`src/rtl/fifo_pkg.sv`:
```
// Shared FIFO definitions: default geometry and Gray/binary conversion helpers.
// The helpers operate on a zero-extended GRAY_MAX_W-bit value, so any pointer
// up to GRAY_MAX_W bits wide can be converted and then cast back to its width.
package fifo_pkg;

  localparam int ADDR_WIDTH_DEF = 4;
  localparam int GRAY_MAX_W     = 32;

  // Binary to reflected Gray code.
  function automatic logic [GRAY_MAX_W-1:0] bin2gray(input logic [GRAY_MAX_W-1:0] bin);
    return bin ^ (bin >> 1);
  endfunction

  // Reflected Gray code to binary: each binary bit is the XOR of all Gray bits
  // at and above it, i.e. the XOR of every right-shifted copy.
  function automatic logic [GRAY_MAX_W-1:0] gray2bin(input logic [GRAY_MAX_W-1:0] gray);
    logic [GRAY_MAX_W-1:0] bin;
    bin = gray;
    for (int i = 1; i < GRAY_MAX_W; i++) begin
      bin = bin ^ (gray >> i);
    end
    return bin;
  endfunction

endpackage

```
`src/rtl/sync_2ff.sv`:
```
// N-stage flop synchronizer for a Gray-coded bus crossing into wclk.
// The input goes straight into the first flop with no logic in front of it.
module sync_2ff #(
  parameter int WIDTH  = 5,
  parameter int STAGES = 2
) (
  input  logic             wclk,
  input  logic             wrst,
  input  logic [WIDTH-1:0] d_i,
  output logic [WIDTH-1:0] q_o
);

  logic [STAGES-1:0][WIDTH-1:0] stage_q;

  // Shift the asynchronous input through STAGES flops; clear all on reset.
  always_ff @(posedge wclk) begin
    if (wrst) begin
      stage_q <= '0;
    end else begin
      stage_q <= {stage_q[STAGES-2:0], d_i};
    end
  end

  assign q_o = stage_q[STAGES-1];

endmodule

```
`src/rtl/fifo_wptr_full.sv`:
```
// Write-domain pointer and flag generator for the asynchronous FIFO.
// Holds the binary/Gray write pointer, synchronizes the read Gray pointer into
// wclk and derives full, almost-full, fill level and sticky overflow. Flags
// use a stale read pointer, so they can only over-report occupancy.
module fifo_wptr_full
  import fifo_pkg::*;
#(
  parameter int ADDR_WIDTH   = ADDR_WIDTH_DEF,
  parameter int AFULL_THRESH = 2**ADDR_WIDTH - 2,
  parameter int SYNC_STAGES  = 2
) (
  input  logic                wclk,
  input  logic                wrst,
  input  logic                winc,
  input  logic                wovf_clr,
  input  logic [ADDR_WIDTH:0] rptr,
  output logic [ADDR_WIDTH-1:0] waddr,
  output logic [ADDR_WIDTH:0] wptr,
  output logic                wfull,
  output logic                walmost_full,
  output logic [ADDR_WIDTH:0] wcount,
  output logic                woverflow
);

  localparam int PTR_W = ADDR_WIDTH + 1;

  logic [PTR_W-1:0] wbin_q,  wbin_d;
  logic [PTR_W-1:0] wptr_q,  wptr_d;
  logic [PTR_W-1:0] wcount_q, wcount_d;
  logic             wfull_q, wfull_d;
  logic             walmost_full_q, walmost_full_d;
  logic             woverflow_q, woverflow_d;

  logic [PTR_W-1:0] wq2_rptr_s;
  logic [PTR_W-1:0] rbin_s;
  logic [PTR_W-1:0] full_gray_s;
  logic             wr_ok_s;

  sync_2ff #(
    .WIDTH  (PTR_W),
    .STAGES (SYNC_STAGES)
  ) u_sync_rptr (
    .wclk (wclk),
    .wrst (wrst),
    .d_i  (rptr),
    .q_o  (wq2_rptr_s)
  );

  // Next pointer, full/almost-full/fill-level and sticky overflow.
  always_comb begin
    wr_ok_s        = winc & ~wfull_q;
    wbin_d         = wbin_q + PTR_W'(wr_ok_s);
    wptr_d         = PTR_W'(bin2gray(GRAY_MAX_W'(wbin_d)));
    rbin_s         = PTR_W'(gray2bin(GRAY_MAX_W'(wq2_rptr_s)));
    // Full when the write pointer is one lap ahead: top two Gray bits
    // inverted, remaining bits equal.
    full_gray_s    = {~wq2_rptr_s[PTR_W-1:PTR_W-2], wq2_rptr_s[PTR_W-3:0]};
    wfull_d        = (wptr_d == full_gray_s);
    wcount_d       = wbin_d - rbin_s;
    walmost_full_d = (wcount_d >= PTR_W'(AFULL_THRESH));
    // A new overflow event takes priority over a clear in the same cycle.
    if (winc && wfull_q) begin
      woverflow_d = 1'b1;
    end else if (wovf_clr) begin
      woverflow_d = 1'b0;
    end else begin
      woverflow_d = woverflow_q;
    end
  end

  // State registers with synchronous reset.
  always_ff @(posedge wclk) begin
    if (wrst) begin
      wbin_q         <= '0;
      wptr_q         <= '0;
      wcount_q       <= '0;
      wfull_q        <= 1'b0;
      walmost_full_q <= 1'b0;
      woverflow_q    <= 1'b0;
    end else begin
      wbin_q         <= wbin_d;
      wptr_q         <= wptr_d;
      wcount_q       <= wcount_d;
      wfull_q        <= wfull_d;
      walmost_full_q <= walmost_full_d;
      woverflow_q    <= woverflow_d;
    end
  end

  assign waddr        = wbin_q[ADDR_WIDTH-1:0];
  assign wptr         = wptr_q;
  assign wfull        = wfull_q;
  assign walmost_full = walmost_full_q;
  assign wcount       = wcount_q;
  assign woverflow    = woverflow_q;

endmodule

```
`config.mk`:
```
export PLATFORM = sky130hd
export DESIGN_NAME = fifo_wptr_full
export DESIGN_NICKNAME = d
export VERILOG_FILES = /design/src/rtl/fifo_pkg.sv /design/src/rtl/sync_2ff.sv /design/src/rtl/fifo_wptr_full.sv
export SDC_FILE = /design/constraint.sdc
export NUM_CORES = 1
export LEC_CHECK = 0
export CORE_MARGIN = 3
export CORE_UTILIZATION = 52
export CTS_CLUSTER_SIZE = 25
export DETAILED_ROUTE_END_ITERATION = 16
export PLACE_DENSITY = 0.9
export RECOVER_POWER = 50
export REMOVE_ABC_BUFFERS = 1
export SYNTH_ARGS = -nofsm -noshare
export SYNTH_HDL_FRONTEND = slang
export SYNTH_SLANG_ARGS = --single-unit
export TNS_END_PERCENT = 5
```
`constraint.sdc`:
```
create_clock -name wclk -period 7 [get_ports wclk]
set_clock_uncertainty 0.15 [all_clocks]
set_input_delay 0.7 -clock wclk [delete_from_list [all_inputs] [get_ports wclk]]
set_output_delay 0.7 -clock wclk [all_outputs]
set_load 0.02 [all_outputs]
```
==> impl_results.md <==
- Die footprint: 2910 sq um
- Clock slew at reported path FFs: 0.14 ns
- Peak fanout along the critical path: 7
- Num CTS Buffers: 3
- Seq/Total Area, Yosys: 45.3%
- Status: finished clean
- Asr flop ratio synth: 0%
- CTS tree: built
- Fillers: 165
- Post CTS Setup Buffer Count: 0
- CP startpoint kind: input pin
- Starting Density: 57.9%
- Die X: 53.9 microns
- Max transition margin: 41.7%
- Worst Reg-to-Reg Cells: 10
- Syn Inst Count: 121
- Period Utilization, post-route: 46.9%
- Routability cong.: 0.796
- Hold Path Depth: 1
- # Max-Cap Violations: 0
- Top-area cell type share of the netlist area: 45.3%
- Root buf cell: clkbuf_4
- Avg WL per Cell: 11.7 microns
- Largest net degree at the start of global routing: 28
- Core box area: 2060 sq um
- Number of synthesized flops with an enable pin: 0
- First-pass GRT wire length: 3350 microns
- Mapped cell area: 1190 sq um
- CTS max path bufs: 2
- Total gr overflow: 0
- Yosys reg bits: 27
- Final Core Density: 71.6%
- Top cell type by total area after synthesis: dfxtp_1
- Total GRT Usage: 16.3%
- Ys Warns: 0
- Post-Route Setup TNS: 0 ns
- Worst Tran Pin Value: 0.871 ns
- Crit path DAT: 3.32 ns
- Fin crit period: 3.28 ns
- Initial antenna violation count: 0
- Clk_lat worst skew: 0.32 ns
- Pleak: 0.639 nW
- Most frequent cell after synthesis: dfxtp_1
- Distinct cells, synth: 31
- Residual DRC: 0
- First-pass iteration count of the detailed router: 4
- Hold Crit Class: flop to flop
- Sequential Area: 541 sq um
- CTS resizes: 0
- Synth area leaders: dfxtp_1 45%, xnor2_1 8.8%, nor2b_1 6.8%
- Hold_buf cts: 0
- Number of global-route vias before repair: 792
- Antenna-violating nets left: 0
- Max IR drop VDD: 151 uV
- Syn_area_per_cell: 9.86 sq um
- 1st-iter DRT viols: 6
- Hold Vio Cnt, Final: 0
- Max frequency: 305 MHz
- Core Rows: 16
- Area grow syn2layout: 23.7%
- Num ports: 26
- Vias per inst: 5.00
- RSZ-0062 raised after global routing: no
- Detailed placer's ending HPWL: 1560 microns
- H-tree levels: 1
- Setup crit end kind: flop
- Area of the multi-input gates: 598 sq um
- Nets: 162
- Layout cells sized above 1: 4.83%
- Die height: 53.9 microns
- Cell Pwr Density: 223 nW/um^2
- Dominant synthesized flop cell: dfxtp_1
- Diode count: 0
- Sink Count: 27
- CP required: 7.04 ns
- Synth cell count leaders: 27 x dfxtp_1, 14 x nor2_1, 13 x nor2b_1
- Final setup viols: 0
- Port Buffers: 25
- Final Max Slew Viols: 0
- Drt total wl: 2000 microns
- WS Path Type: input pin to flop
- Via count: 860
-- flip-flops by register name, summed over array words and instances (netlist names) --
| register | count |
|---|---|
| walmost_full | 1 |
| wptr | 4 |
| wfull | 1 |
| u_sync_rptr.q_o | 5 |
| u_sync_rptr.stage_q | 5 |
| woverflow | 1 |
| wcount | 5 |
| wbin_q | 5 |
-- cell usage in the layout (no fill, tap or decap), types with 2 or more instances in the layout --
cell type and n:
nand3_1 2, ha_1 6, dfxtp_1 27, nor2_1 14
clkdlybuf4s50_1 16, nand2_1 2, clkbuf_4 3, xnor2_1 13
nor2b_1 13, inv_1 7, dlygate4sd3_1 9, xor2_1 9
a21oi_1 5
-- area by class of cell --
type	instances	share of cell area, %
inverter	7	1.78
clock buffer	3	1.53
sequential	27	36.6
clock inverter	1	0.339
tap	27	2.29
multi-input combinational	82	40.5
timing repair buffer	25	16.9
-- cells by family after synthesis --
family	share of synthesized area [%]
AOI/OAI and AO/OA	4.82
adders and majority gates	7.97
and+or+nand+nor	19.8
DFF	45.3
xor gates and xnor gates	18.1
buffers and inverters	3.98
-- routing by layer --
metal  vias to the layer above  part of all wire (%)  GRT usage (%)
met5                         -                     0              0
met4                         0                   2.3           11.1
met3                         5                   5.7           2.49
met2                        33                    48           26.4
met1                       387                    44           19.6
li1                        435                     -              -
-- critical path, cell delays in order --
cell	delay [ns]
clkdlybuf4s50_1	0.41
nor2b_1	0.15
ha_1	0.26
xnor2_1	0.59
inv_1	0.10
ha_1	0.30
nor2b_1	0.14
o21a_1	0.18
or3_1	0.32
nand3_1	0.09
a21oi_1	0.06
-- metrics by stage --
| stage | area, sq um | setup slack, ns | cells | power (mW) | hold slack [ns] |
|---|---|---|---|---|---|
| final | 1480 | 3.72 | 172 | 0.330 | 0.305 |
| after global routing | 1480 | 3.55 | 172 | 0.349 | 0.318 |
| after CTS | 1480 | 3.85 | 172 | 0.336 | 0.307 |
| after detailed placement | 1460 | 3.52 | 168 | 0.272 | 0.276 |
| after global placement | 1460 | 3.61 | 168 | 0.267 | 0.267 |
| after floorplan | 1170 | 4.21 | 116 | 0.236 | 0.264 |
-- where the power goes --
group / leakage (nW) / internal, mW / switching (mW) / total, mW
Sequential: 0.222 / 0.167 / 0.00510 / 0.172
Combinational: 0.399 / 0.0444 / 0.0481 / 0.0925
Clock: 0.0177 / 0.0214 / 0.0437 / 0.0652
-- worst paths after layout --
kind	endpoint	startpoint	slack [ns]
max	walmost_full	winc	3.72
min	u_sync_rptr.q_o[4]	u_sync_rptr.stage_q[4]	0.30
max reg2reg	walmost_full	wfull	4.22
min reg2reg	u_sync_rptr.q_o[4]	u_sync_rptr.stage_q[4]	0.30
No activity file was read; power rests on OpenSTA's default activity.
==> variant: new RTL, same settings <==
Change the parameter `SYNC_STAGES` from 2 to 4.
--- a/src/rtl/fifo_wptr_full.sv
+++ b/src/rtl/fifo_wptr_full.sv
@@ -9,3 +9,3 @@
   parameter int AFULL_THRESH = 2**ADDR_WIDTH - 2,
-  parameter int SYNC_STAGES  = 2
+  parameter int SYNC_STAGES  = 4
 ) (
Function: changed (a bounded check fails within 4 cycles, from zero or initial values and one cycle with wrst high).
==> variant against the unedited design <==
- final cell count increased by 16%
- sequential cell count grew 10
- non-clock buffer count is 1 higher
- cell area is 20% higher
- worst setup slack lost 0.0097 ns
- power grew 24%
- routed wire length grew 17%
- area after synthesis up 22%
- critical endpoint unchanged
- largest cell class is now flip-flops and latches
- largest power group unchanged
==> variant: results (changes against the unedited design) <==
status=complete, no violations; Worst R2R End=walmost_full; Clock Latency Late Sink=0.34 ns (+0.02 ns); ys flop type=dfxtp_1; Total Wirelength=2340 µm (+17%); Post-CTS Resized=0 (unchanged); Slew Viols, Final=0 (unchanged); worst-path fanout max=7 (unchanged); Worst-Margin Slew=0.781 ns (-0.0904 ns); gpl congestion=0.792 (-0.44%); synth top area cells=dfxtp_1 (51%), nor2b_1 (9.9%), xnor2_1 (7.2%); P_leak=0.729 nW (+14%); clock buffer depth=2 (unchanged); CTS buffer count=5 (+2); DR pass1 iterations=4 (unchanged); H-tree levels=2 (+1); first-pass GRT wire length=4030 µm (+20%); largest net degree at the start of global routing=20 (-29%); Biggest register=u_sync_rptr.stage_q; routed vias/inst=4.95 (-1.1%); sequential fraction of the synthesis area=50.7% (+5.4 points); DRT iter0 DRCs=19 (+13); hold path start=u_sync_rptr.stage_q[5]; Diodes inserted=0 (unchanged); clock root buffer=clkbuf_4; clock-pin slew on the worst setup and hold paths=0.11 ns (-0.03 ns); FF-to-FF setup slack=4.23 ns (about the same); Post-CTS Setup Bufs=0 (unchanged); Worst Hold Slack=0.299 ns (-0.00611 ns); R2R Path Start=wfull; final net count=185 (+14%); layout cell share with drive strength beyond 1=6.47% (+1.6 points); commonest cells in the netlist=dfxtp_1 (37), nor2b_1 (23), nor2_1 (14), xnor2_1 (12), xor2_1 (9); Synth async-reset ratio=0% (unchanged); hold path depth=1 (unchanged); Worst Hold End=u_sync_rptr.stage_q[10]; worst hold path type=flip-flop to flip-flop; reg2reg path depth=10 (unchanged); Yosys cell types=30 (-3.2%); worst vdd ir=0.233 mV (+54%); GRT Util Overall=16.1% (-0.20 points); Place WS=3.52 ns (+0.00303 ns); post-DP HPWL=1790 µm (+15%); vias in the first global route=969 (+22%); port bufs=25 (unchanged); CP arrival=3.35 ns (+0.03 ns)
[variant: cell types whose count changed in the layout (fill, tap and decap cells not counted), sizes merged]
cell           unedited run  this run
dfxtp                    27        37
nor2b                    13        23
clkinvlp                  0         2
clkdlybuf4s50            16        21
dlygate4sd3               9         4
clkinv                    1         0
clkbuf                    3         7
[variant: layout make-up]
class / instances / area, µm²
multi-input cells: 92 / 661
inverters: 7 / 26.3
well taps: 30 / 37.5
clock inverters: 2 / 15.0
clock buffers: 6 / 41.3
repair buffers: 26 / 254
flip-flops and latches: 37 / 741
fillers: 224 / 792
[variant: per-layer routing]
metal / GRT usage, % / up-vias / share of wire (%)
met4: 9.06 / 0 / 2.0
li1: - / 504 / -
met5: 0 / - / 0
met3: 5.45 / 6 / 6.1
met2: 29.0 / 25 / 51
met1: 15.8 / 454 / 41
[variant: worst max path at each step]
stage / startpoint / to / slack, ns
global route: winc / walmost_full / 3.53
floorplan: winc / wcount[3] / 4.22
global placement: winc / wcount[3] / 3.65
detailed placement: winc / walmost_full / 3.52
CTS: winc / walmost_full / 3.88
finish: winc / walmost_full / 3.71
[variant: cell families after synthesis]
family                   Yosys count  share of synthesized area (%)
adder cells (fa/ha/maj)            7                           6.51
flip-flops                        37                           50.7
buffers and inverters             13                           3.51
XOR/XNOR                          23                           14.8
AO/OA/AOI/OAI                     10                           3.94
AND/OR/NAND/NOR                   52                           20.5
[variant: worst max-delay path, stage by stage]
cell	delay, ns
clkdlybuf4s50_1	0.43
nor2b_1	0.16
ha_1	0.28
xnor2_1	0.65
inv_2	0.05
ha_1	0.30
nor2b_1	0.13
o21a_1	0.17
or3_1	0.32
nand3_1	0.10
a21oi_1	0.06
[variant: per-stage QoR]
step / std cells / utilization [%] / power (W) / area (µm²)
2_1_floorplan: 136 / - / 0.000277 / 1440
3_3_place_gp: 192 / 67.4 / 0.000304 / 1730
3_5_place_dp: 192 / 67.4 / 0.000308 / 1730
4_1_cts: 200 / 69.6 / 0.000416 / 1790
5_1_grt: 200 / 69.2 / 0.000429 / 1780
6_report: 200 / 69.2 / 0.000408 / 1780
[variant: power by group]
part	internal (W)	switching [W]	leakage (nW)
clock	0.0000392	0.0000696	0.0245
sequential	0.000222	0.00000457	0.303
combinational	0.0000355	0.0000371	0.402
total	0.000297	0.000111	0.729
